$ cat src/rtl/ram_pkg.sv
// Shared definitions for the RAM fill/read path: state encoding and default widths.
package ram_pkg;

  localparam int DEF_DATA_WIDTH = 8;
  localparam int DEF_ADDR_WIDTH = 4;

  typedef enum logic [1:0] {
    IDLE   = 2'd0,
    WRITE  = 2'd1,
    FINISH = 2'd2
  } wr_state_e;

endpackage

$ cat src/rtl/ram_writer_if.sv
// Control, input stream and RAM write-port bundle of the RAM writer.
interface ram_writer_if import ram_pkg::*; #(
  parameter int DATA_WIDTH = DEF_DATA_WIDTH,
  parameter int ADDR_WIDTH = DEF_ADDR_WIDTH
);

  logic                  start;
  logic [ADDR_WIDTH-1:0] base_addr;
  logic [ADDR_WIDTH:0]   count;
  logic                  in_valid;
  logic [DATA_WIDTH-1:0] in_data;
  logic                  in_ready;
  logic                  we;
  logic [ADDR_WIDTH-1:0] wr_addr;
  logic [DATA_WIDTH-1:0] wr_data;
  logic                  busy;
  logic                  done;

  // Side that requests bursts and supplies words.
  modport master (
    output start, base_addr, count, in_valid, in_data,
    input  in_ready, we, wr_addr, wr_data, busy, done
  );

  // The writer itself.
  modport slave (
    input  start, base_addr, count, in_valid, in_data,
    output in_ready, we, wr_addr, wr_data, busy, done
  );

endinterface

$ cat src/rtl/addr_counter.sv
// Loadable address up-counter with a fixed stride; wraps modulo 2**ADDR_WIDTH.
module addr_counter import ram_pkg::*; #(
  parameter int ADDR_WIDTH = DEF_ADDR_WIDTH,
  parameter int STRIDE     = 1
) (
  input  logic                  clk,
  input  logic                  reset,
  input  logic                  load,
  input  logic                  en,
  input  logic [ADDR_WIDTH-1:0] load_val,
  output logic [ADDR_WIDTH-1:0] addr
);

  localparam logic [ADDR_WIDTH-1:0] STEP = ADDR_WIDTH'(STRIDE);

  logic [ADDR_WIDTH-1:0] addr_d, addr_q;

  // Load has priority over advance; natural overflow gives the wrap.
  always_comb begin
    addr_d = addr_q;
    if (load) begin
      addr_d = load_val;
    end else if (en) begin
      addr_d = addr_q + STEP;
    end
  end

  // Address register.
  always_ff @(posedge clk or posedge reset) begin
    if (reset) begin
      addr_q <= '0;
    end else begin
      addr_q <= addr_d;
    end
  end

  assign addr = addr_q;

endmodule

$ cat src/rtl/ram_writer.sv
// Burst writer: takes words from a valid/ready stream and issues one registered
// RAM write per word at base, base+STRIDE, ... (wrapping).
//
//   state  | meaning
//   IDLE   | waiting for start, in_ready low
//   WRITE  | accepting words, one write issued per transfer
//   FINISH | one-cycle done pulse, then back to IDLE
module ram_writer import ram_pkg::*; #(
  parameter int DATA_WIDTH = DEF_DATA_WIDTH,
  parameter int ADDR_WIDTH = DEF_ADDR_WIDTH,
  parameter int STRIDE     = 4
) (
  input logic         clk,
  input logic         reset,
  ram_writer_if.slave bus
);

  localparam logic [ADDR_WIDTH:0] REM_ONE = 1;

  wr_state_e             state_d, state_q;
  logic [ADDR_WIDTH:0]   remaining_d, remaining_q;
  logic                  we_d, we_q;
  logic [ADDR_WIDTH-1:0] wr_addr_d, wr_addr_q;
  logic [DATA_WIDTH-1:0] wr_data_d, wr_data_q;
  logic                  busy_d, busy_q;
  logic                  done_d, done_q;
  logic                  addr_load, addr_adv, xfer;
  logic [ADDR_WIDTH-1:0] addr;

  addr_counter #(
    .ADDR_WIDTH (ADDR_WIDTH),
    .STRIDE     (STRIDE)
  ) u_addr (
    .clk      (clk),
    .reset    (reset),
    .load     (addr_load),
    .en       (addr_adv),
    .load_val (bus.base_addr),
    .addr     (addr)
  );

  assign xfer = bus.in_valid && (state_q == WRITE);

  // Next-state, burst bookkeeping and next value of every registered output.
  always_comb begin
    state_d     = state_q;
    remaining_d = remaining_q;
    we_d        = 1'b0;
    wr_addr_d   = wr_addr_q;
    wr_data_d   = wr_data_q;
    addr_load   = 1'b0;
    addr_adv    = 1'b0;
    unique case (state_q)
      IDLE: begin
        if (bus.start) begin
          if (bus.count != '0) begin
            addr_load   = 1'b1;
            remaining_d = bus.count;
            state_d     = WRITE;
          end else begin
            state_d = FINISH;
          end
        end
      end
      WRITE: begin
        if (xfer) begin
          we_d        = 1'b1;
          wr_addr_d   = addr;
          wr_data_d   = bus.in_data;
          addr_adv    = 1'b1;
          remaining_d = remaining_q - REM_ONE;
          if (remaining_q == REM_ONE) begin
            state_d = FINISH;
          end
        end
      end
      FINISH: state_d = IDLE;
      default: state_d = IDLE;
    endcase
    // Status flags track the state being entered so they line up with it.
    busy_d = (state_d == WRITE);
    done_d = (state_d == FINISH);
  end

  // State, counter and output registers.
  always_ff @(posedge clk or posedge reset) begin
    if (reset) begin
      state_q     <= IDLE;
      remaining_q <= '0;
      we_q        <= 1'b0;
      wr_addr_q   <= '0;
      wr_data_q   <= '0;
      busy_q      <= 1'b0;
      done_q      <= 1'b0;
    end else begin
      state_q     <= state_d;
      remaining_q <= remaining_d;
      we_q        <= we_d;
      wr_addr_q   <= wr_addr_d;
      wr_data_q   <= wr_data_d;
      busy_q      <= busy_d;
      done_q      <= done_d;
    end
  end

  assign bus.in_ready = (state_q == WRITE);
  assign bus.we       = we_q;
  assign bus.wr_addr  = wr_addr_q;
  assign bus.wr_data  = wr_data_q;
  assign bus.busy     = busy_q;
  assign bus.done     = done_q;

endmodule

$ cat src/flat_wrapper.sv
// flat-port wrapper written by rule: the top's interface ports become plain ports
module ram_writer_flat import ram_pkg::*;
#(
  parameter int DATA_WIDTH = DEF_DATA_WIDTH,
  parameter int ADDR_WIDTH = DEF_ADDR_WIDTH,
  parameter int STRIDE     = 4
)
  (clk, reset, bus_start, bus_base_addr, bus_count, bus_in_valid, bus_in_data, bus_in_ready, bus_we, bus_wr_addr, bus_wr_data, bus_busy, bus_done);
  ram_writer_if #(.DATA_WIDTH(DATA_WIDTH), .ADDR_WIDTH(ADDR_WIDTH)) bus_i ();
  input logic clk;
  input logic reset;
  input wire logic [$bits(bus_i.start)-1:0] bus_start;
  input wire logic [$bits(bus_i.base_addr)-1:0] bus_base_addr;
  input wire logic [$bits(bus_i.count)-1:0] bus_count;
  input wire logic [$bits(bus_i.in_valid)-1:0] bus_in_valid;
  input wire logic [$bits(bus_i.in_data)-1:0] bus_in_data;
  output wire logic [$bits(bus_i.in_ready)-1:0] bus_in_ready;
  output wire logic [$bits(bus_i.we)-1:0] bus_we;
  output wire logic [$bits(bus_i.wr_addr)-1:0] bus_wr_addr;
  output wire logic [$bits(bus_i.wr_data)-1:0] bus_wr_data;
  output wire logic [$bits(bus_i.busy)-1:0] bus_busy;
  output wire logic [$bits(bus_i.done)-1:0] bus_done;
  assign bus_i.start = bus_start;
  assign bus_i.base_addr = bus_base_addr;
  assign bus_i.count = bus_count;
  assign bus_i.in_valid = bus_in_valid;
  assign bus_i.in_data = bus_in_data;
  assign bus_in_ready = bus_i.in_ready;
  assign bus_we = bus_i.we;
  assign bus_wr_addr = bus_i.wr_addr;
  assign bus_wr_data = bus_i.wr_data;
  assign bus_busy = bus_i.busy;
  assign bus_done = bus_i.done;
  ram_writer #(.DATA_WIDTH(DATA_WIDTH), .ADDR_WIDTH(ADDR_WIDTH), .STRIDE(STRIDE)) u_core (.clk(clk), .reset(reset), .bus(bus_i));
endmodule
$ cat config.mk
export PLATFORM = sky130hd
export DESIGN_NAME = ram_writer_flat
export DESIGN_NICKNAME = d
export VERILOG_FILES = /design/src/rtl/ram_pkg.sv /design/src/rtl/ram_writer_if.sv /design/src/rtl/addr_counter.sv /design/src/rtl/ram_writer.sv /design/src/flat_wrapper.sv
export SDC_FILE = /design/constraint.sdc
export NUM_CORES = 1
export LEC_CHECK = 0
export BUFFER_PORTS_ARGS = -buffer_cell sky130_fd_sc_hd__buf_4
export CAP_MARGIN = 25
export CELL_PAD_IN_SITES_DETAIL_PLACEMENT = 0
export CELL_PAD_IN_SITES_GLOBAL_PLACEMENT = 1
export CORE_UTILIZATION = 35
export CTS_CLUSTER_SIZE = 8
export DETAILED_ROUTE_END_ITERATION = 8
export PLACE_DENSITY_LB_ADDON = 0.1
export RECOVER_POWER = 25
export SLEW_MARGIN = 20
export SYNTH_ARGS = -nofsm -noshare
export SYNTH_HDL_FRONTEND = slang
export SYNTH_SLANG_ARGS = --single-unit
$ cat constraint.sdc
create_clock -name clk -period 3.1 [get_ports clk]
set_input_delay 0.62 -clock clk [delete_from_list [all_inputs] [get_ports clk]]
set_output_delay 0.62 -clock clk [all_outputs]
set_load 0.05 [all_outputs]
; Word-level counts from Yosys, hierarchy flattened
; Cells that the tools add are included.
[classes]
addsub = 2
eq_ne = 7
n_mux = 16
reduce_logical = 7
[op_table]
columns = operator, count
row1 = 2-to-1 mux 5 bit, 3
row2 = case mux 5 bit (2 select lines), 1
row3 = 2-to-1 mux 2 bit, 4
row4 = 2-to-1 mux 4 bit, 2
row5 = "equality test 5 x 1 -> 1 bit, second input constant", 1
row6 = 2-to-1 mux 1 bit, 5
row7 = nonzero test 5 bit, 1
row8 = "subtractor 5 x 1 -> 5 bit, second input constant", 1
row9 = "adder 4 x 3 -> 4 bit, second input constant", 1
row10 = "equality test 2 x 1 -> 1 bit, second input constant", 2
row11 = "inequality test 2 x 1 -> 1 bit, second input constant", 2
row12 = case mux 2 bit (2 select lines), 1
row13 = AND reduction 4 bit, 1
row14 = nonzero test 2 bit, 2
row15 = "equality test 2 bit, second input constant", 1
row16 = zero test 2 bit, 1
row17 = "inequality test 2 bit, second input constant", 1
row18 = AND reduction 2 bit, 1
row19 = logical AND 1 bit, 1
[word_totals]
regBits = 26
inputBits = 21
elab_cells = 40

; Logic depth before layout (Yosys ltp)
; Gate-level depths: netlist (run 1).
[depth]
depth_word = 6
depth_mapped = 8
depth_no_buf = 7

; Cells and area by module
; From an unflattened synthesis (run 1), not the netlist that was laid out.
[hier_totals]
cells_unflattened = 114
area_unflattened_um2 = 1171.1
[modules_own_cells]
columns = mod, n_inst, cells_per_inst, area_each_um2, seq_area_each_um2
row1 = ram_writer, 1, 100, 997.2, 550.5
row2 = addr_counter, 1, 14, 173.9, 100.1

; Worst setup path after synthesis (run 1)
; OpenSTA, ideal clock, no wires.
[synth_path]
path_type = input to register
start = input port bus_count[0]
end = register u_core.remaining_q[0]
setup_time_ps = 126
t_arrival_ps = 1732
required_time_ps = 2974
path_slack_ps = 1242
path_stages = 4
path_buffers = 0
path_cell_list = or4_4 o21ai_4 o21ai_2 a221o_1
[synth_via]
elab_chain_cells = 3
[synth_lines]
columns = element, line
row1 = from (decl), flat_wrapper.sv:14  ; input wire logic [$bits(bus_i.count)-1:0] bus_count;
row2 = nonzero test 5 bit or 2-to-1 mux 5 bit (tied branches), ram_writer.sv:56  ; if (bus.count != '0) begin
row3 = inequality test 2 x 1 -> 1 bit (no source line) or 2-to-1 mux 5 bit (tied branches), n/a
row4 = AND reduction 4 bit (no source line) or case mux 5 bit (2 select lines) (tied branches), n/a
row5 = to (signal assigned), ram_writer.sv:97  ; remaining_q <= remaining_d;
row6 = to (decl), ram_writer.sv:21  ; logic [ADDR_WIDTH:0] remaining_d, remaining_q;
; Several ways; a longest one is shown, not always the timed one. The select of a mux whose other input is x is not followed.
; A chain may end at the register's enable or synchronous reset.

; Final worst setup path (run 1)
[layout_path]
start = register u_core.state_q[1]
end = output port bus_in_ready
[layout_via]
elab_chain_cells = 1
[layout_lines]
columns = element, line
row1 = from (decl), ram_writer.sv:20  ; wr_state_e state_d, state_q;
row2 = from (signal assigned), ram_writer.sv:96  ; state_q <= state_d;
row3 = equality test 2 x 1 -> 1 bit, ram_writer.sv:106  ; assign bus.in_ready = (state_q == WRITE);
row4 = to (decl), flat_wrapper.sv:17  ; output wire logic [$bits(bus_i.in_ready)-1:0] bus_in_ready;
; No other way between the ends.

==> Flow_metrics.wiki, run 1 <==
{| class="wikitable"
! Metric !! Value
|-
| Worst Path Arrival || between 1000 and 1500 ps
|-
| Total Wirelength || ~2.4 mm
|-
| Max-slew violation count || 0
|-
| Starting density of the core || 0.376
|-
| Kind of launch point of the worst setup path || register
|-
| Slowest-stage cell, CP || dfrtp_1
|-
| Sum of negative setup slack || 0 ps
|-
| Syn_area_per_cell || 9.88 sq um
|-
| Max_cap viols || 0
|-
| Final estimated routing congestion in global placement || 0.732
|-
| CP bufs+invs || 2
|-
| Worst reg-to-reg path cell count || 6
|-
| Iteration count of the initial detailed-routing pass || 4
|-
| Worst r2r src || u_core.state_q[1]
|-
| Crit path kind || reg -> out
|-
| Count of instances resized after the clock tree is built || 0
|-
| Sequential cell fraction of total power || 0.380
|-
| CTS H-tree depth || 1
|-
| Number of placed I/O pins || 37
|-
| Path type of the worst min-delay path || in -> async
|-
| WL/cell || between 10 and 15 um
|-
| Proportion of synthesized chip area in sequential cells || 0.558
|-
| Die X-Extent || 59.7 um
|-
| Y dimension of the die || between 50 and 60 um
|-
| Final design instance area without fill || 1510 sq um
|-
| Total number of placement rows || 20
|-
| Synth cell count leaders || nand2_1, dfrtp_1, nor2_1, a21oi_1
|-
| Area inside the core boundary || about 3100 sq um
|-
| Most used flip-flop cell after synthesis || dfrtp_1
|-
| Antenna Cells || 0
|-
| Setup fix buffers added after clock tree synthesis || 0
|-
| Post-Synthesis Net Count || 141
|-
| Capture point of the worst reg-to-reg path || u_core.bus.busy
|-
| Power density over cell area || just under 1000 nW/um^2
|-
| Count of non-filler cells in the finished layout || 200
|-
| Sum of overflow across all layers after global routing || 0
|-
| Proportion of netlist area held by the largest area contributor || 0.558
|-
| Switch Pwr || about 670 uW
|-
| Minimum clock period after layout || roughly 2100 ps
|-
| Relative area change from synthesis to final layout || 29.3%
|-
| Logic pwr share || 0.508
|-
| Total placed instance area || 1470 sq um
|-
| Nature of the critical path endpoint || output pin
|-
| Number of buffers inserted for hold repair after clock tree synthesis || 0
|-
| DRC errors left || 0
|-
| Setup clock skew after layout || 5.26 ps
|-
| Mean number of vias per cell || 4.74
|-
| Setup repair after global routing missed its margin || false
|-
| Category of cells accounting for the largest share of critical-path delay || buffers and inverters
|-
| Delay of the slowest critical-path stage || 420 ps
|-
| Clock buffer count from CTS || 3
|-
| Most instantiated library cell after synthesis || nand2_1
|-
| Hold Vio Cnt, Final || 0
|-
| Post-synth EDFFs || 0
|-
| Data required time of the worst path || 2480 ps
|-
| Setup violation total in the final timing report || 0
|-
| YS warnings || 0
|-
| Layout net count || 180
|-
| Clock-pin slew reported for the worst setup and hold paths after clock tree synthesis || 130 ps
|-
| Final clock period utilization by the worst path || 0.674
|-
| Highest clock rate || 0.478 GHz
|-
| Max-slew headroom || 0.275
|-
| Antenna-violating nets left || 0
|-
| Inst Count DP || ~200
|-
| Synth async-reset ratio || 1.00
|-
| Library cell with the largest summed area after synthesis || dfrtp_1
|-
| Largest net degree at the start of global routing || 27
|-
| Vias in the first global route || 907
|-
| Crit path max fanout || 10
|-
| GRT Util Overall || 0.156
|-
| Number of standard cells after synthesis || 118
|-
| Vias || 948
|-
| Switching share of power || 0.456
|-
| Main area contributors after synthesis || dfrtp_1, nand2_1, a21oi_1
|-
| Register bit count reported by yosys || 26
|-
| Yosys cell types || 33
|-
| Run status || finished, final reports clean
|-
| Insertion delay to the later sink of the worst-skew pair || 310 ps
|-
| Clock Power Share || 0.112
|-
| Internal power || 799 uW
|-
| Root buffer cell || clkbuf_4
|-
| Register-to-register setup slack || 1060 ps
|-
| First-pass GRT wire length || between 4 and 5 mm
|-
| Violation count after the first detailed-routing iteration || 24
|-
| Estimated wirelength of the detail-placed design || 1.75 mm
|-
| Antenna violations before repair || 0
|-
| Share of cells above drive strength 1 || 0.327
|-
| Number of clock sinks seen by CTS || 26
|-
| Maximum ir drop on the vdd rail || 0.000342 V
|-
| Clock buffer depth || 2
|-
| Leakage || 0.744 nW
|-
| Die area || 3570 sq um
|-
| Synth Cell Area || 1170 sq um
|-
| CTS tree || done
|-
| Worst path cell trace || nand2b_1 -> inv_2 -> buf_4
|-
| Slew at the pin closest to its max-slew limit || 1090 ps
|-
| I/O Buffers || 36
|}
## cell type report
class / count / area, sq um
well taps: 44 / 55.1
flip-flops and latches: 26 / 651
fillers: 327 / 1600
inverters: 5 / 18.8
multi-input cells: 83 / 465
clock buffers: 4 / 36.3
repair buffers: 38 / 282
## worst register-to-register path: stages (launching register included)
cell and delay (ps):
dfrtp_1 420, nand2b_1 320, inv_2 200, nand2_2 250
inv_1 300, and4b_1 330, o21ai_0 100
## cell families after synthesis
kind of cell,Yosys count,synth area share
flip-flops,26,0.558
AND/OR/NAND/NOR,56,0.214
AO/OA/AOI/OAI,21,0.130
buffers and inverters,9,0.0429
XOR/XNOR,2,0.0150
adder cells (fa/ha/maj),2,0.0215
multiplexers,2,0.0193
## per-stage QoR
step,util,power [mW],hold WS (ps),setup slack (ps)
after floorplan,-,1.11,433,1240
after global routing,0.486,1.58,167,810
after detailed placement,0.473,1.32,456,913
final,0.486,1.47,181,1010
after global placement,0.473,1.31,444,924
after CTS,0.485,1.49,474,1000
## layer usage
metal | global-route usage | vias to the layer above | share of wire
met1 | 0.207 | 452 | 0.47
met4 | 0.0598 | 0 | 0.015
met5 | 0 | - | 0
met2 | 0.256 | 22 | 0.48
li1 | - | 470 | -
met3 | 0.0260 | 4 | 0.038
## registers in the layout, indices dropped and copies added, names as in the netlist
register	count
u_core.remaining_q	5
u_core.u_addr.addr	4
u_core.bus.busy	1
u_core.bus.wr_addr	4
u_core.state_q	2
u_core.bus.we	1
u_core.bus.wr_data	8
u_core.bus.done	1
## cells in the final DEF, fill, tap and decap left out
| cell | count |
|---|---|
| nand2_1 | 37 |
| buf_4 | 36 |
| dfrtp_1 | 26 |
| nor2_1 | 8 |
| a21oi_1 | 7 |
| o21ai_0 | 4 |
| clkbuf_4 | 4 |
| inv_1 | 3 |
| mux2_2 | 2 |
| o21ba_2 | 2 |
| o22a_1 | 2 |
| ha_1 | 2 |
| or4_4 | 1 |
| nor3b_1 | 1 |
| o21ai_4 | 1 |
| nand2b_1 | 1 |
| inv_2 | 1 |
| nand2_2 | 1 |
| and4b_1 | 1 |
| nor4b_1 | 1 |
| clkinv_1 | 1 |
| o21ai_2 | 1 |
| and2_2 | 1 |
| a221o_1 | 1 |
| nand3_1 | 1 |
| a31oi_1 | 1 |
| or3_1 | 1 |
| nor3_1 | 1 |
| nor2b_1 | 1 |
| a32oi_1 | 1 |
| a41oi_1 | 1 |
| xor2_1 | 1 |
| xnor2_1 | 1 |
| clkbuf_8 | 1 |
| clkbuf_1 | 1 |
## worst max-delay path by stage
stage          cells after the start         startpoint                    end  slack [ps]
6_report                           3  u_core.state_q[1]           bus_in_ready        1010
5_1_grt                            6  u_core.state_q[1]        u_core.bus.busy         810
4_1_cts                            3  u_core.state_q[1]           bus_in_ready        1000
3_5_place_dp                       5       bus_count[0]  u_core.remaining_q[0]         910
3_3_place_gp                       5       bus_count[0]  u_core.remaining_q[0]         920
2_1_floorplan                      4       bus_count[0]  u_core.remaining_q[0]        1240
## power by group through the flow
| stage | Clock (mW) | Sequential, mW | Combinational (mW) |
|---|---|---|---|
| floorplan | 0 | 0.785 | 0.329 |
| global placement | 0 | 0.561 | 0.746 |
| detailed placement | 0 | 0.567 | 0.754 |
| CTS | 0.175 | 0.560 | 0.756 |
| finish | 0.164 | 0.559 | 0.747 |
| global route | 0.187 | 0.578 | 0.819 |
(Power assumes the default switching activity.)
==> run 2: changes to the inputs <==
ABC_AREA = 1   (was default)
CORE_UTILIZATION = 32   (was 35)
clock period = 1.8 ns   (was 3.1 ns; I/O delays follow)
==> Flow_metrics.wiki, run 2 <==
{| class="wikitable"
! Metric !! Value
|-
| Total Wirelength || 2.69 mm (+11%)
|-
| Commonest non-fill, non-tap cell in the layout || nand2_1
|-
| Proportion of netlist area held by the largest area contributor || 0.539 (-0.0185)
|-
| CTS tree || done
|-
| CP bufs+invs || 1 (-1)
|-
| Library cell with the largest summed area after synthesis || dfrtp_1
|-
| Violation count after the first detailed-routing iteration || 38 (+58%)
|-
| Estimated wirelength of the detail-placed design || 1.99 mm (+13%)
|-
| Layout net count || 211 (+17%)
|-
| Worst r2r src || u_core.state_q[1]
|-
| Commonest non-fill, non-tap cells in the layout || nand2_1, buf_4, dfrtp_1
|-
| Insertion delay to the later sink of the worst-skew pair || 270 ps (-40 ps)
|-
| Synth Cell Area || 1210 sq um (+3.4%)
|-
| Proportion of synthesized chip area in sequential cells || 0.539 (-0.0185)
|-
| Main area contributors after synthesis || dfrtp_1, nand2_1, nand3_1
|-
| DRC errors left || 0 (unchanged)
|-
| Share of cells above drive strength 1 || 0.278 (-0.0488)
|-
| Final clock period utilization by the worst path || 0.858
|-
| Post-Synthesis Net Count || 170 (+21%)
|-
| Clock buffer depth || 2 (unchanged)
|-
| Highest clock rate || 0.647 GHz
|-
| Largest net degree at the start of global routing || 27 (unchanged)
|-
| Power density over cell area || 1870 nW/um^2 (+92%)
|-
| Clock buffer count from CTS || 3 (unchanged)
|-
| I/O Buffers || 36 (unchanged)
|-
| Slew at the pin closest to its max-slew limit || 638 ps (-450 ps)
|-
| Antenna Cells || 0 (unchanged)
|-
| Iteration count of the initial detailed-routing pass || 4 (unchanged)
|-
| Max-slew violation count || 0 (unchanged)
|-
| Most used flip-flop cell after synthesis || dfrtp_1
|-
| Number of buffers inserted for hold repair after clock tree synthesis || 0 (unchanged)
|-
| First-pass GRT wire length || 4.57 mm (+10%)
|-
| Setup clock skew after layout || 2.05 ps (-3.21 ps)
|-
| Relative area change from synthesis to final layout || 31.1%
|-
| Final estimated routing congestion in global placement || 0.777 (+6.1%)
|-
| CP Depth || 2 (-1)
|-
| Count of non-filler cells in the finished layout || 233 (+17%)
|-
| Leakage || 0.874 nW (+17%)
|-
| Mean number of vias per cell || 4.36 (-8.0%)
|-
| Setup violation total in the final timing report || 0 (unchanged)
|-
| Minimum clock period after layout || 1540 ps
|-
| Data required time of the worst path || 1440 ps (-1040 ps)
|-
| Number of fillers in the final layout || 375 (+15%)
|-
| Synth async-reset ratio || 1.00 (unchanged)
|-
| Crit path max fanout || 8 (-2)
|-
| YS warnings || 0 (unchanged)
|-
| Most instantiated library cell after synthesis || nand2_1
|-
| Nature of the critical path endpoint || output pin
|-
| Starting density of the core || 0.348 (-0.0280)
|-
| GRT Util Overall || 0.145 (-0.0111)
|-
| CTS H-tree depth || 1 (unchanged)
|-
| Yosys cell types || 19 (-42%)
|-
| Clock-pin slew reported for the worst setup and hold paths after clock tree synthesis || 90 ps (-40 ps)
|-
| Setup fix buffers added after clock tree synthesis || 0 (unchanged)
|-
| Vias in the first global route || 1,016 (+12%)
|-
| Slowest-stage cell, CP || dfrtp_1
|-
| Post-synth EDFFs || 0 (unchanged)
|-
| Crit path to || bus_in_ready
|-
| Sum of overflow across all layers after global routing || 0 (unchanged)
|-
| Synth cell count leaders || nand2_1, dfrtp_1, nand3_1, inv_1, nor2_1
|-
| Flip-flop count of the largest register, all copies and words added || 8 (unchanged)
|-
| Category of cells accounting for the largest share of critical-path delay || flip-flops
|-
| Run status || finished, final reports clean
|-
| Root buffer cell || clkbuf_8
|-
| Vias || 1,016 (+7.2%)
|-
| Number of clock sinks seen by CTS || 26 (unchanged)
|-
| Die area || 4020 sq um (+13%)
|-
| Count of instances resized after the clock tree is built || 0 (unchanged)
|-
| Setup repair after global routing missed its margin || false
|-
| Max_cap viols || 0 (unchanged)
|-
| Total number of placement rows || 21 (+5.0%)
|-
| Worst Path Arrival || 1180 ps (-290 ps)
|-
| Capture point of the worst reg-to-reg path || u_core.u_addr.addr[3]
|-
| Worst path cell trace || nor2_4 -> buf_4
|-
| Path type of the worst min-delay path || in -> async
|-
| Area inside the core boundary || 3470 sq um (+12%)
|-
| WL/cell || 11.5 um (-4.7%)
|-
| Max-slew headroom || 0.575 (+0.300)
|-
| Y dimension of the die || 63.4 um (+6.2%)
|-
| Antenna-violating nets left || 0 (unchanged)
|-
| Antenna violations before repair || 0 (unchanged)
|-
| Number of standard cells after synthesis || 147 (+25%)
|-
| Syn_area_per_cell || 8.21 sq um (-17%)
|-
| Number of placed I/O pins || 37 (unchanged)
|-
| Inst Count DP || 229 (+17%)
|-
| Maximum ir drop on the vdd rail || 0.000627 V (+83%)
|-
| Register bit count reported by yosys || 26 (unchanged)
|-
| Hold Vio Cnt, Final || 0 (unchanged)
|-
| Final core occ || 0.456 (-0.0299)
|-
| Crit path kind || reg -> out
|-
| Sum of negative setup slack || 0 ps (unchanged)
|-
| Kind of launch point of the worst setup path || register
|-
| Worst reg-to-reg path cell count || 5 (-1)
|-
| Die X-Extent || 63.4 um (+6.2%)
|-
| Delay of the slowest critical-path stage || 450 ps (+30 ps)
|-
| Register-to-register setup slack || 380 ps (-680 ps)
|-
| Startpoint of the worst setup timing path || u_core.state_q[1]
|}
==> run 2: cell count changes after synthesis, sizes merged, moves of 2 or more <==
cell,before,now
a21oi,7,3
inv,5,14
mux2,2,0
nand2,38,62
nand3,1,16
nor2,8,10
o21ba,2,0
o22a,2,0
==> run 2: metal layers <==
metal	vias up	routed length [um]	track usage
met2	25	1270	0.249
met4	0	16	0.0341
met5	-	0	0
met3	2	140	0.0236
met1	452	1260	0.189
li1	537	-	-
==> run 2: cells by family (layout without fill, tap and decap cells) <==
logic type | count (synthesis) | count (layout) | share of synthesized area
and+or+nand+nor | 91 | 91 | 0.320
DFF | 26 | 26 | 0.539
buffers and inverters | 18 | 58 | 0.0726
AOI/OAI and AO/OA | 9 | 9 | 0.0405
adders and majority gates | 2 | 2 | 0.0207
xor gates and xnor gates | 1 | 1 | 0.00726
==> run 2: worst min-delay path: stages <==
cell and delay [ps]:
clkbuf_4 110, inv_1 40, clkbuf_2 500
==> run 2: metrics by stage <==
step	hold WS, ps	setup WS [ps]	cell area (sq um)	power [mW]
6_report	247	255	1580	2.96
2_1_floorplan	400	403	1210	2.15
5_1_grt	279	192	1580	3.21
3_3_place_gp	447	365	1530	2.58
4_1_cts	144	251	1580	2.99
3_5_place_dp	444	324	1530	2.60
==> run 2: power by group <==
part	internal, mW	total [mW]	switching, mW
combinational	0.499	1.57	1.07
sequential	0.836	1.00	0.168
clock	0.196	0.382	0.186
==> run 2: area by class of cell <==
class / count / area [sq um] / share of cell area
clock buffer: 4 / 55.1 / 0.0348
tap: 46 / 57.6 / 0.0364
sequential: 26 / 651 / 0.411
inverter: 14 / 52.6 / 0.0332
multi-input combinational: 103 / 468 / 0.296
timing repair buffer: 40 / 298 / 0.188
==> run 2: how the worst min path moves through the flow <==
stage and endpoint:
3_5_place_dp u_core.remaining_q[0], 4_1_cts u_core.remaining_q[0], 2_1_floorplan u_core.bus.busy, 3_3_place_gp u_core.remaining_q[0], 5_1_grt u_core.bus.wr_data[7], 6_report u_core.remaining_q[0]
==> run 3: changes to the inputs <==
CORE_ASPECT_RATIO = 2   (was default)
==> Flow_metrics.wiki, run 3 (same netlist as run 2, synthesis figures left out) <==
{| class="wikitable"
! Metric !! Value
|-
| Setup repair after global routing missed its margin || false
|-
| Vias || 1,062 (+4.5%)
|-
| Sequential cell fraction of total power || 0.322 (-0.018)
|-
| Power density over cell area || 1920 nW/um^2 (+2.9%)
|-
| Category of cells accounting for the largest share of critical-path delay || flip-flops
|-
| Max_cap viols || 0 (unchanged)
|-
| Worst Hold Path Cells || 3
|-
| Run status || finished, final reports clean
|-
| Largest net degree at the start of global routing || 27 (unchanged)
|-
| Sum of negative setup slack || 0 ps (unchanged)
|-
| Final clock period utilization by the worst path || 0.822 (-0.0365)
|-
| Highest clock rate || 0.676 GHz (+4.4%)
|-
| Total placed instance area || 1540 sq um (+0.74%)
|-
| Worst path cell trace || nor2_4 -> buf_4
|-
| Share of cells above drive strength 1 || 0.277 (-0.00148)
|-
| Slowest-stage cell, CP || dfrtp_1
|-
| CTS H-tree depth || 1 (unchanged)
|-
| Area inside the core boundary || 3610 sq um (+4.0%)
|-
| Commonest non-fill, non-tap cell in the layout || nand2_1
|-
| Leakage || 0.882 nW (+0.97%)
|-
| Antenna Cells || 0 (unchanged)
|-
| Total power consumption of the routed design || 3.09 mW (+4.6%)
|-
| Delay of the slowest critical-path stage || 450 ps (about the same)
|-
| Clock Power Share || 0.155 (+0.026)
|-
| Number of fillers in the final layout || 384 (+2.4%)
|-
| Worst Setup Slack post-DPL || 329 ps (+4.56 ps)
|-
| Post-layout worst setup margin || 321 ps (+65.7 ps)
|-
| Number of buffers inserted for hold repair after clock tree synthesis || 0 (unchanged)
|-
| Total number of placement rows || 31 (+48%)
|-
| Number of placed I/O pins || 37 (unchanged)
|-
| Worst Path Arrival || 1120 ps (-60 ps)
|-
| Switching share of power || 0.467 (-0.0151)
|-
| Setup violation total in the final timing report || 0 (unchanged)
|-
| Final design instance area without fill || 1610 sq um (+1.7%)
|-
| Kind of launch point of the worst setup path || register
|-
| DRC errors left || 0 (unchanged)
|-
| Antenna violations before repair || 0 (unchanged)
|-
| Slew at the pin closest to its max-slew limit || 1380 ps (+742 ps)
|-
| I/O Buffers || 36 (unchanged)
|-
| Internal power || 1.65 mW (+7.7%)
|-
| Logic pwr share || 0.523 (-0.008)
|-
| CP Depth || 2 (unchanged)
|-
| Number of clock sinks seen by CTS || 26 (unchanged)
|-
| Setup clock skew after layout || 2.92 ps (+0.870 ps)
|-
| Insertion delay to the later sink of the worst-skew pair || 270 ps (about the same)
|-
| Clock buffer count from CTS || 3 (unchanged)
|-
| Starting density of the core || 0.334 (-0.0134)
|-
| Worst reg-to-reg path cell count || 5 (unchanged)
|-
| Max-slew headroom || 0.0802 (-0.495)
|-
| Data required time of the worst path || 1440 ps (about the same)
|-
| Flip-flop count of the largest register, all copies and words added || 8 (unchanged)
|-
| CTS tree || done
|-
| Register area || 651 sq um (unchanged)
|-
| Count of instances resized after the clock tree is built || 0 (unchanged)
|-
| Crit path kind || reg -> out
|-
| Maximum ir drop on the vdd rail || 0.000887 V (+41%)
|-
| Path type of the worst min-delay path || in -> reg
|-
| Minimum clock period after layout || 1480 ps (-65.7 ps)
|-
| Die X-Extent || 45.4 um (-28%)
|-
| Sum of overflow across all layers after global routing || 0 (unchanged)
|-
| Root buffer cell || clkbuf_8
|-
| Y dimension of the die || 88.8 um (+40%)
|-
| Die area || 4030 sq um (+0.36%)
|-
| CP bufs+invs || 1 (unchanged)
|-
| Commonest non-fill, non-tap cells in the layout || nand2_1, buf_4, dfrtp_1
|-
| WL/cell || 11.8 um (+2.3%)
|-
| First-pass GRT wire length || 4.55 mm (-0.59%)
|-
| Clock buffer depth || 2 (unchanged)
|-
| Iteration count of the initial detailed-routing pass || 4 (unchanged)
|-
| Hold Vio Cnt, Final || 0 (unchanged)
|-
| Worst hold margin || 278 ps (+31.5 ps)
|-
| Vias in the first global route || 1,000 (-1.6%)
|-
| Violation count after the first detailed-routing iteration || 22 (-42%)
|-
| Setup fix buffers added after clock tree synthesis || 0 (unchanged)
|-
| Final estimated routing congestion in global placement || 0.779 (+0.22%)
|-
| Clock-pin slew reported for the worst setup and hold paths after clock tree synthesis || 90 ps (about the same)
|-
| Combined area of the multi-input logic cells || 468 sq um (unchanged)
|-
| Max-slew violation count || 0 (unchanged)
|-
| Mean number of vias per cell || 4.48 (+2.8%)
|-
| GRT Util Overall || 0.156 (+0.0105)
|-
| Layout net count || 212 (+0.47%)
|-
| Antenna-violating nets left || 0 (unchanged)
|-
| Estimated wirelength of the detail-placed design || 2.23 mm (+12%)
|-
| Relative area change from synthesis to final layout || 33.3%
|-
| Crit path max fanout || 4 (-4)
|-
| Nature of the critical path endpoint || output pin
|-
| Total Wirelength || 2.79 mm (+4.0%)
|-
| Switch Pwr || 1.45 mW (+1.3%)
|}
==> run 3: changes by cell type in the layout (fill, tap and decap cells not counted), sizes merged <==
cell	previous run	this run
bufinv	0	1
clkbuf	6	5
buf	38	39
==> run 3: power groups by stage <==
stage | registers (mW) | clock network, mW | logic, mW
final | 0.995 | 0.480 | 1.62
after floorplan | 1.48 | 0 | 0.675
after global routing | 1.02 | 0.518 | 1.77
after CTS | 0.997 | 0.495 | 1.64
after global placement | 1.00 | 0 | 1.61
after detailed placement | 1.01 | 0 | 1.63
==> run 3: area by class of cell <==
type                    instances  area share
clock buffers                   3      0.0257
clock inverters                 1      0.0187
inverters                      14      0.0327
multi-input cells             103       0.291
flip-flops and latches         26       0.405
well taps                      49      0.0381
repair buffers                 41       0.189
==> run 3: stage by stage <==
stage	utilization	std cells
5_1_grt	0.446	237
3_5_place_dp	0.427	233
6_report	0.446	237
4_1_cts	0.447	237
3_3_place_gp	0.427	233
2_1_floorplan	-	147
==> run 3: worst reg2reg max path, cell delays in order (launching register included) <==
cell     delay (ps)
dfrtp_1         450
nor3_2          320
nand2_1         220
buf_4           220
nor2_1          120
a21oi_2          40
==> run 3: per-layer routing <==
layer | global-route usage | vias to the layer above | routed length (um)
met5 | 0 | - | 0
met4 | 0.0744 | 0 | 40
met3 | 0.0184 | 4 | 89
met2 | 0.275 | 28 | 1580
met1 | 0.175 | 492 | 1090
li1 | - | 538 | -
==> run 3: path summary, 6_finish.rpt <==
check                                 startpoint                    end  slack (ps)
hold / removal                    bus_in_data[6]  u_core.bus.wr_data[6]         280
setup / recovery               u_core.state_q[1]           bus_in_ready         320
hold reg to reg            u_core.u_addr.addr[1]  u_core.bus.wr_addr[1]         480
setup reg to reg               u_core.state_q[1]  u_core.u_addr.addr[0]         330
max in group asynchronous                  reset  u_core.bus.wr_data[0]         440
min in group asynchronous                  reset  u_core.bus.wr_addr[0]         550
